## config.mk

```make
export PLATFORM = sky130hd
export DESIGN_NAME = pico_io_responder
export DESIGN_NICKNAME = d
export VERILOG_FILES = /design/src/rtl/pico_io_responder.sv
export SDC_FILE = /design/constraint.sdc
export NUM_CORES = 1
export LEC_CHECK = 0
export CAP_MARGIN = 10
export CORE_AREA = 10 10 134 136
export DETAILED_ROUTE_END_ITERATION = 12
export DIE_AREA = 0 0 144 146
export GPL_TIMING_DRIVEN = 0
export PLACE_DENSITY_LB_ADDON = 0.3
export SYNTH_ARGS = -nofsm -noshare
export SYNTH_HDL_FRONTEND = slang
export SYNTH_SLANG_ARGS = --single-unit
```

## constraint.sdc

```tcl
create_clock -name clk -period 2.5 [get_ports clk]
set_input_delay 0.5 -clock clk [delete_from_list [all_inputs] [get_ports clk]]
set_output_delay 0.5 -clock clk [all_outputs]
set_load 0.01 [all_outputs]
```

## src/rtl/pico_io_responder.sv

```systemverilog
// KCPSM6 I/O responder: TX holding register, RX FIFO, CTRL/STATUS/GPIO and a level interrupt.
// Define PICO_IO_KWRITE_EN to let OUTPUTK (k_write_strobe) write the register window.
module pico_io_responder #(
  parameter logic [7:0] BASE_ADDR = 8'h00,
  parameter int         FIFO_AW   = 4
) (
  input  logic       clk,
  input  logic       reset_n,
  input  logic [7:0] port_id,
  input  logic [7:0] out_port,
  input  logic       write_strobe,
  input  logic       k_write_strobe,
  input  logic       read_strobe,
  output logic [7:0] in_port,
  output logic       interrupt,
  output logic [7:0] tx_data,
  output logic       tx_valid,
  input  logic       tx_ready,
  input  logic [7:0] rx_data,
  input  logic       rx_valid,
  output logic       rx_ready,
  input  logic [7:0] gpio_in,
  output logic [7:0] gpio_out
);

  localparam int DEPTH = 1 << FIFO_AW;
  localparam logic [FIFO_AW:0] DEPTH_C = (FIFO_AW + 1)'(DEPTH);

  logic [7:0]         ctrl;
  logic [7:0]         gpio_q;
  logic               overflow;
  logic               tx_drop;
  logic [7:0]         mem [DEPTH];
  logic [FIFO_AW-1:0] wr_ptr;
  logic [FIFO_AW-1:0] rd_ptr;
  logic [FIFO_AW:0]   count;
  logic               rx_empty;
  logic               rx_full;
  logic               in_win;
  logic [1:0]         offset;
  logic               wr_en;
  logic               push;
  logic               pop;
  logic               tx_wr;
  logic               ctrl_wr;
  logic               flag_wr;
  logic               gpio_wr;
  logic [3:0]         cnt_sat;
  logic [7:0]         status;
  logic [7:0]         rd_data;

  assign rx_empty = (count == '0);
  assign rx_full  = (count == DEPTH_C);
  assign rx_ready = ~rx_full;

  // BASE_ADDR[1:0] is zero, so the low two port_id bits are the register offset.
  assign in_win = (port_id[7:2] == BASE_ADDR[7:2]);
  assign offset = port_id[1:0];

`ifdef PICO_IO_KWRITE_EN
  // OUTPUTK only carries a 4-bit port, so the upper nibble is don't-care.
  logic k_hit;
  assign k_hit = k_write_strobe & (port_id[3:2] == BASE_ADDR[3:2]);
  assign wr_en = (write_strobe & in_win) | k_hit;
`else
  logic unused_k_write_strobe;
  assign unused_k_write_strobe = k_write_strobe;
  assign wr_en = write_strobe & in_win;
`endif

  assign tx_wr   = wr_en & (offset == 2'd0);
  assign ctrl_wr = wr_en & (offset == 2'd1);
  assign flag_wr = wr_en & (offset == 2'd2);
  assign gpio_wr = wr_en & (offset == 2'd3);

  assign push = rx_valid & ~rx_full;
  assign pop  = read_strobe & in_win & (offset == 2'd0) & ~rx_empty;

  always_comb begin
    cnt_sat = 4'hF;
    if (int'(count) < 15) cnt_sat = 4'(count);
  end

  assign status = {cnt_sat, tx_drop, overflow, rx_full, rx_empty};

  always_comb begin
    rd_data = 8'h00;
    if (in_win) begin
      case (offset)
        2'd0:    rd_data = rx_empty ? 8'h00 : mem[rd_ptr];
        2'd1:    rd_data = ctrl;
        2'd2:    rd_data = status;
        default: rd_data = gpio_q;
      endcase
    end
  end

  // Storage carries no reset; emptiness is tracked entirely by count.
  always_ff @(posedge clk) begin
    if (push) mem[wr_ptr] <= rx_data;
  end

  always_ff @(posedge clk) begin
    if (!reset_n) begin
      in_port   <= 8'h00;
      interrupt <= 1'b0;
      tx_data   <= 8'h00;
      tx_valid  <= 1'b0;
      gpio_out  <= 8'h00;
      gpio_q    <= 8'h00;
      ctrl      <= 8'h00;
      overflow  <= 1'b0;
      tx_drop   <= 1'b0;
      wr_ptr    <= '0;
      rd_ptr    <= '0;
      count     <= '0;
    end else begin
      in_port   <= rd_data;
      gpio_q    <= gpio_in;
      interrupt <= (ctrl[0] & ~rx_empty) | (ctrl[1] & (overflow | tx_drop));

      if (ctrl_wr) ctrl <= out_port;
      if (gpio_wr) gpio_out <= out_port;

      // A write into a busy TX register is dropped even if the handshake completes now.
      if (tx_wr && !tx_valid) begin
        tx_data  <= out_port;
        tx_valid <= 1'b1;
      end else if (tx_valid && tx_ready) begin
        tx_valid <= 1'b0;
      end

      if (tx_wr && tx_valid)             tx_drop <= 1'b1;
      else if (flag_wr && out_port[3])   tx_drop <= 1'b0;

      if (rx_valid && rx_full)           overflow <= 1'b1;
      else if (flag_wr && out_port[2])   overflow <= 1'b0;

      if (push) wr_ptr <= wr_ptr + FIFO_AW'(1);
      if (pop)  rd_ptr <= rd_ptr + FIFO_AW'(1);

      case ({push, pop})
        2'b10:   count <= count + (FIFO_AW + 1)'(1);
        2'b01:   count <= count - (FIFO_AW + 1)'(1);
        default: count <= count;
      endcase
    end
  end

endmodule

```

==> results of run 1 <==
-- state kept, by name, indices dropped and copies added, names as in the netlist, named ones only --
register,flops
gpio_q,8
in_port,8
tx_valid,1
count,5
mem,128
tx_drop,1
ctrl,8
interrupt,1
rd_ptr,4
wr_ptr,4
gpio_out,8
tx_data,8
overflow,1
-- through the flow --
stage | cell area, sq um | worst slack (ns) | hold WS (ns) | std cells | utilization, %
6_report | 9530 | 0.00240 | 0.493 | 835 | 61.6
5_1_grt | 9530 | -0.0663 | 0.501 | 835 | 61.6
4_1_cts | 9470 | 0.0163 | 0.500 | 830 | 61.2
3_5_place_dp | 8740 | -0.816 | 0.486 | 788 | 56.5
3_3_place_gp | 8680 | -1.13 | 0.476 | 784 | 56.1
2_1_floorplan | 7820 | -0.0389 | 0.439 | 530 | -
-- cell type report --
cell class                      count  area, sq um
Buffer                             32          190
Clock buffer                       18          429
Clock inverter                     14          155
Fill cell                        1133         5950
Inverter                           11         41.3
Multi-Input combinational cell    297         2630
Sequential cell                   189         5070
Tap cell                          192          240
Timing Repair Buffer               82          783
-- cell families (layout without fill, tap and decap cells) --
group / Yosys count / count (layout) / synth area share [%]
and+or+nand+nor: 147 / 147 / 10.3
adders and majority gates: 7 / 7 / 1.12
DFF: 189 / 189 / 64.9
xor gates and xnor gates: 7 / 7 / 0.786
muxes: 67 / 67 / 14.1
AOI/OAI and AO/OA: 69 / 69 / 5.79
buffers and inverters: 44 / 157 / 2.90
-- worst max-delay path by stage --
stage                           from          to  slack [ns]
after global placement      rx_valid   mem[3][5]       -1.13
after CTS                   count[1]    rx_ready        0.02
after detailed placement  port_id[4]    count[4]       -0.82
final                       count[0]  mem[15][7]       0.002
after floorplan           port_id[4]    count[3]       -0.04
after global routing        count[0]   mem[7][1]       -0.07
-- report_power, final --
part | internal, mW | total (mW) | switching, mW
sequential | 3.37 | 3.39 | 0.0162
clock | 1.50 | 2.70 | 1.21
combinational | 0.157 | 0.337 | 0.180
total | 5.02 | 6.43 | 1.40
-- worst min-delay path: cells and delay by family, from the launching register on --
kind             cells  cell delay, ns
flip-flops           1            0.32
AND/OR/NAND/NOR      1            0.06
AO/OA/AOI/OAI        1            0.07
-- repair_timing --
item	4_1_cts	5_1_grt
pin swaps	7	5
setup buffers	11	5
resized for setup	22	9
endpoints found under the setup margin	92	56
-- metal layers --
| layer | GRT usage (%) | share of wire (%) | up-vias |
|---|---|---|---|
| met3 | 4.28 | 6.5 | 35 |
| met1 | 22.6 | 42 | 2376 |
| met2 | 28.1 | 49 | 204 |
| met4 | 6.54 | 2.5 | 0 |
| li1 | - | - | 2194 |
| met5 | 0 | 0 | - |
-- placed cells by master (no fill, tap or decap), types with 7 or more instances in the layout --
master	synthesis	final
mux4_1	11	11
dfxtp_1	61	59
nor2_1	25	22
mux4_2	20	20
inv_1	11	10
buf_6	6	12
a21oi_1	8	8
nand2b_1	7	7
mux2i_1	33	33
edfxtp_1	128	128
buf_2	9	7
clkbuf_16	0	17
a21boi_0	7	7
clkbuf_1	15	15
nor2b_1	29	29
nand3_1	12	12
buf_4	1	17
a31oi_1	8	8
o21ai_0	22	22
clkdlybuf4s50_1	0	57
and2_1	18	17
nand2_1	29	28
==> flow_summary.json, run 1 <==
{
  "status": "complete, no violations",
  "synth-main-ff-cell": "edfxtp_1",
  "clk_latency_ns": 0.44,
  "tns_ns": 0,
  "cts_buffer_depth": 2,
  "ys_types": 57,
  "postSynthAreaPerCell_sq_um": 14.7,
  "io_pins": 66,
  "postRouteAntennaNets": 0,
  "critPathTopFamily": "simple AND/OR/NAND/NOR gates",
  "fin_total_pwr_mw": 6.43,
  "ff2ff_setup_slack_ns": 0.002,
  "h-tree-depth": 4,
  "layout.nets": 676,
  "slew_violations": 0,
  "first_pass_iters": 5,
  "hold_start": "ctrl[2]",
  "synth_warnings": 0,
  "antenna_found_initial": 0,
  "rsz0062_at_grt": "true",
  "whs_endpoint": "in_port[2]",
  "fin_crit_ns": 2.50,
  "synthesis.area_sq_mm": 0.00780,
  "routed_wl_um": 18200,
  "dp_hpwl_um": 12100,
  "whs_path_depth": 2,
  "cts_sinks": 189,
  "critPathBufInv": 2,
  "insertedDiodeCount": 0,
  "die_y_um": 146,
  "synth-seq-cells": 189,
  "root_buffer": "clkbuf_16",
  "startpoint_type": "flop",
  "grt_usage_pct": 17.6,
  "path_cells": "nor3_4 > buf_6 > a31oi_4 > buf_4 > nand2_1 > nor2_1",
  "num_vias": 4809,
  "synth_top_area_share_pct": 49.3,
  "ir_drop_uv": 596,
  "crit_fanout": 8,
  "cts_buffers": 17,
  "hold_viol_final": 0,
  "gp_routability_congestion": 0.911,
  "crit_required_ns": 2.55,
  "fin_skew_ns": 0.00698,
  "regToRegStartpoint": "count[0]",
  "min_path_type": "flop to flop",
  "synth_area_leaders": "edfxtp_1, dfxtp_1, mux4_2, mux2i_1, mux4_1",
  "power_density_mw_per_mm2": 674,
  "rows": 46,
  "path_depth": 6,
  "grt_max_degree": 18,
  "power_leakage_nw": 3.34,
  "die_x_um": 144,
  "wire_per_inst_um": 21.8,
  "synth-edff-count": 128,
  "die-area_sq_mm": 0.0210,
  "area_growth_syn_to_layout_pct": 22.2,
  "ys_seq_area_share_pct": 64.9,
  "maxCapViolations": 0,
  "worstRegToRegCells": 6,
  "final_layout_size_suffix_gt1_share_pct": 18.8,
  "initial_core_util_pct": 50.4,
  "critical-path-max-stage-delay_ns": 0.95,
  "worst_slew_pin_slew_ns": 1.20,
  "cp_slowest_cell": "nor2_1",
  "period_share_pct": 99.9,
  "cts_tree": "built",
  "cts.clk_slew.worst_paths_ns": 0.07,
  "yosys.area.top_type": "edfxtp_1",
  "yosysMostFrequentCell": "edfxtp_1",
  "port_buffers": 62,
  "drtIter0Drc": 440,
  "synthCells": 530,
  "setup_viol": 0,
  "ys_top_cells_by_count": "edfxtp_1, dfxtp_1, mux2i_1",
  "timing.fmax_mhz": 400,
  "drc": 0,
  "r2r-end": "mem[15][7]",
  "grt_pass1_vias": 4852,
  "arrival_ns": 2.55,
  "relSlewSlack_pct": 19.5,
  "cts_hold_buf": 0,
  "grt.overflow.total": 0,
  "worstSetupPathType": "flop to flop",
  "synthArstFlopShare_pct": 0,
  "core_sq_mm": 0.0155,
  "viasPerCell": 5.76,
  "end_kind": "flop",
  "syn_nets": 576,
  "grt_pass1_wl_um": 27800
}
Note: power is estimated with default switching activity, not from simulation.
==> inputs of run 2 (changes only) <==
--- a/config.mk
+++ b/config.mk
@@ -14,3 +14,4 @@
 export SYNTH_ARGS = -nofsm -noshare
 export SYNTH_HDL_FRONTEND = slang
 export SYNTH_SLANG_ARGS = --single-unit
+export TNS_END_PERCENT = 1
==> flow_summary.json, run 2 (synthesis gave the netlist of run 1 again) <==
{
  "status": "complete, no violations",
  "setup_ws_ns": 0.0699,
  "wire_per_inst_um": 21.1,
  "crit_required_ns": 2.81,
  "final_layout_size_suffix_gt1_share_pct": 19.0,
  "die_y_um": 146,
  "first_pass_iters": 5,
  "worstSetupPathType": "flop to flop",
  "routed_wl_um": 17700,
  "hold_viol_final": 0,
  "drtIter0Drc": 485,
  "die-area_sq_mm": 0.0210,
  "initial_core_util_pct": 50.4,
  "antenna_found_initial": 0,
  "cts_buffers": 17,
  "critPathTopFamily": "simple AND/OR/NAND/NOR gates",
  "finalHoldWorstSlack_ns": 0.488,
  "rows": 46,
  "gp_routability_congestion": 0.915,
  "cts_sinks": 189,
  "grt_pass1_vias": 4740,
  "clk_latency_ns": 0.43,
  "grt_pass1_wl_um": 27400,
  "ir_drop_uv": 516,
  "die_x_um": 144,
  "fin_crit_ns": 2.43,
  "grt_usage_pct": 17.3,
  "postRouteAntennaNets": 0,
  "hold_start": "ctrl[2]",
  "startpoint_type": "flop",
  "setup_viol": 0,
  "viasPerCell": 5.67,
  "area_growth_syn_to_layout_pct": 22.4,
  "cp_slowest_cell": "nor4_4",
  "regToRegStartpoint": "count[0]",
  "largest_register_ffs": 128,
  "cts_tree": "built",
  "tns_ns": 0,
  "critPathBufInv": 1,
  "fin_skew_ns": 0.00642,
  "power_leakage_nw": 3.37,
  "root_buffer": "clkbuf_16",
  "rsz0062_at_grt": "true",
  "io_pins": 66,
  "path_cells": "nor3_4 > and2_4 > nor3_4 > ha_4 > buf_6 > or3_4 > nor4_4 > a211oi_2 > mux2i_1",
  "num_vias": 4756,
  "layout.nets": 680,
  "fillCellCount": 1127,
  "min_path_type": "flop to flop",
  "slew_violations": 0,
  "arrival_ns": 2.74,
  "end_kind": "flop",
  "grt_max_degree": 18,
  "crit_fanout": 6,
  "port_buffers": 62,
  "top_register": "mem",
  "maxCapViolations": 0,
  "dpl_worst_slack_ns": -0.816,
  "dp_hpwl_um": 11900,
  "h-tree-depth": 4,
  "drc": 0,
  "power_density_mw_per_mm2": 660,
  "layout_common_cells": "edfxtp_1, dfxtp_1, clkdlybuf4s50_1",
  "grt.overflow.total": 0,
  "cts.clk_slew.worst_paths_ns": 0.07,
  "period_share_pct": 97.2,
  "crit_path_frequent_cell": "nor3_4",
  "timing.fmax_mhz": 412,
  "cts_buffer_depth": 2,
  "relSlewSlack_pct": 23.6,
  "core_sq_mm": 0.0155,
  "worst_slew_pin_slew_ns": 1.14,
  "mostFrequentLayoutCell": "edfxtp_1",
  "cts_hold_buf": 0,
  "critical-path-max-stage-delay_ns": 0.41,
  "insertedDiodeCount": 0,
  "critPathLaunch": "count[0]"
}
run 2: cell types whose count changed in the layout (fill, tap and decap cells not counted), sizes merged:
cell	before	now
buf	37	41
bufinv	2	1
clkinv	4	6
dlygate4sd2	5	3
dlymetal6s2s	0	2
inv	18	17
run 2: final cells by class:
class | instances | area [sq um] | area share [%]
Buffer | 31 | 183 | 1.91
Clock buffer | 18 | 429 | 4.50
Clock inverter | 14 | 131 | 1.38
Inverter | 11 | 41.3 | 0.433
Multi-Input combinational cell | 297 | 2620 | 27.4
Sequential cell | 189 | 5070 | 53.2
Tap cell | 192 | 240 | 2.52
Timing Repair Buffer | 87 | 828 | 8.68
run 2: where the power goes:
group | leakage (nW) | internal, mW | switching (mW)
Combinational | 1.44 | 0.160 | 0.176
Sequential | 1.65 | 3.37 | 0.0170
Clock | 0.273 | 1.39 | 1.19
run 2: metal layers:
layer,vias up,global-route usage (%),part of all wire [%]
met4,0,5.52,1.5
met1,2373,22.0,42
li1,2201,-,-
met5,-,0,0
met2,159,28.1,49
met3,23,4.70,6.9
run 2: repair_timing:
| item | CTS | global route |
|---|---|---|
| setup buffers | 8 | 13 |
| pin swaps | 6 | 9 |
| setup endpoints to repair | 76 | 85 |
| cloned | 0 | 0 |
| gates resized for setup | 20 | 12 |
run 2: final timing paths:
kind | to | slack (ns) | depth (start not counted)
setup reg to reg | count[3] | 0.07 | 9
setup / recovery | count[3] | 0.07 | 9
hold reg to reg | in_port[2] | 0.49 | 2
hold / removal | in_port[2] | 0.49 | 2
run 2: through the flow:
step / power (mW) / cells / utilization [%] / area, sq um
2_1_floorplan: 3.59 / 530 / - / 7820
3_3_place_gp: 3.73 / 784 / 56.1 / 8680
3_5_place_dp: 3.75 / 788 / 56.5 / 8740
4_1_cts: 6.30 / 828 / 61.0 / 9440
5_1_grt: 6.50 / 839 / 61.7 / 9550
6_report: 6.30 / 839 / 61.7 / 9550
run 2: tightest hold or removal path, cell delays in order (launching register included):
cell and delay [ns]:
dfxtp_1 0.32, nand2_1 0.05, a31oi_1 0.06
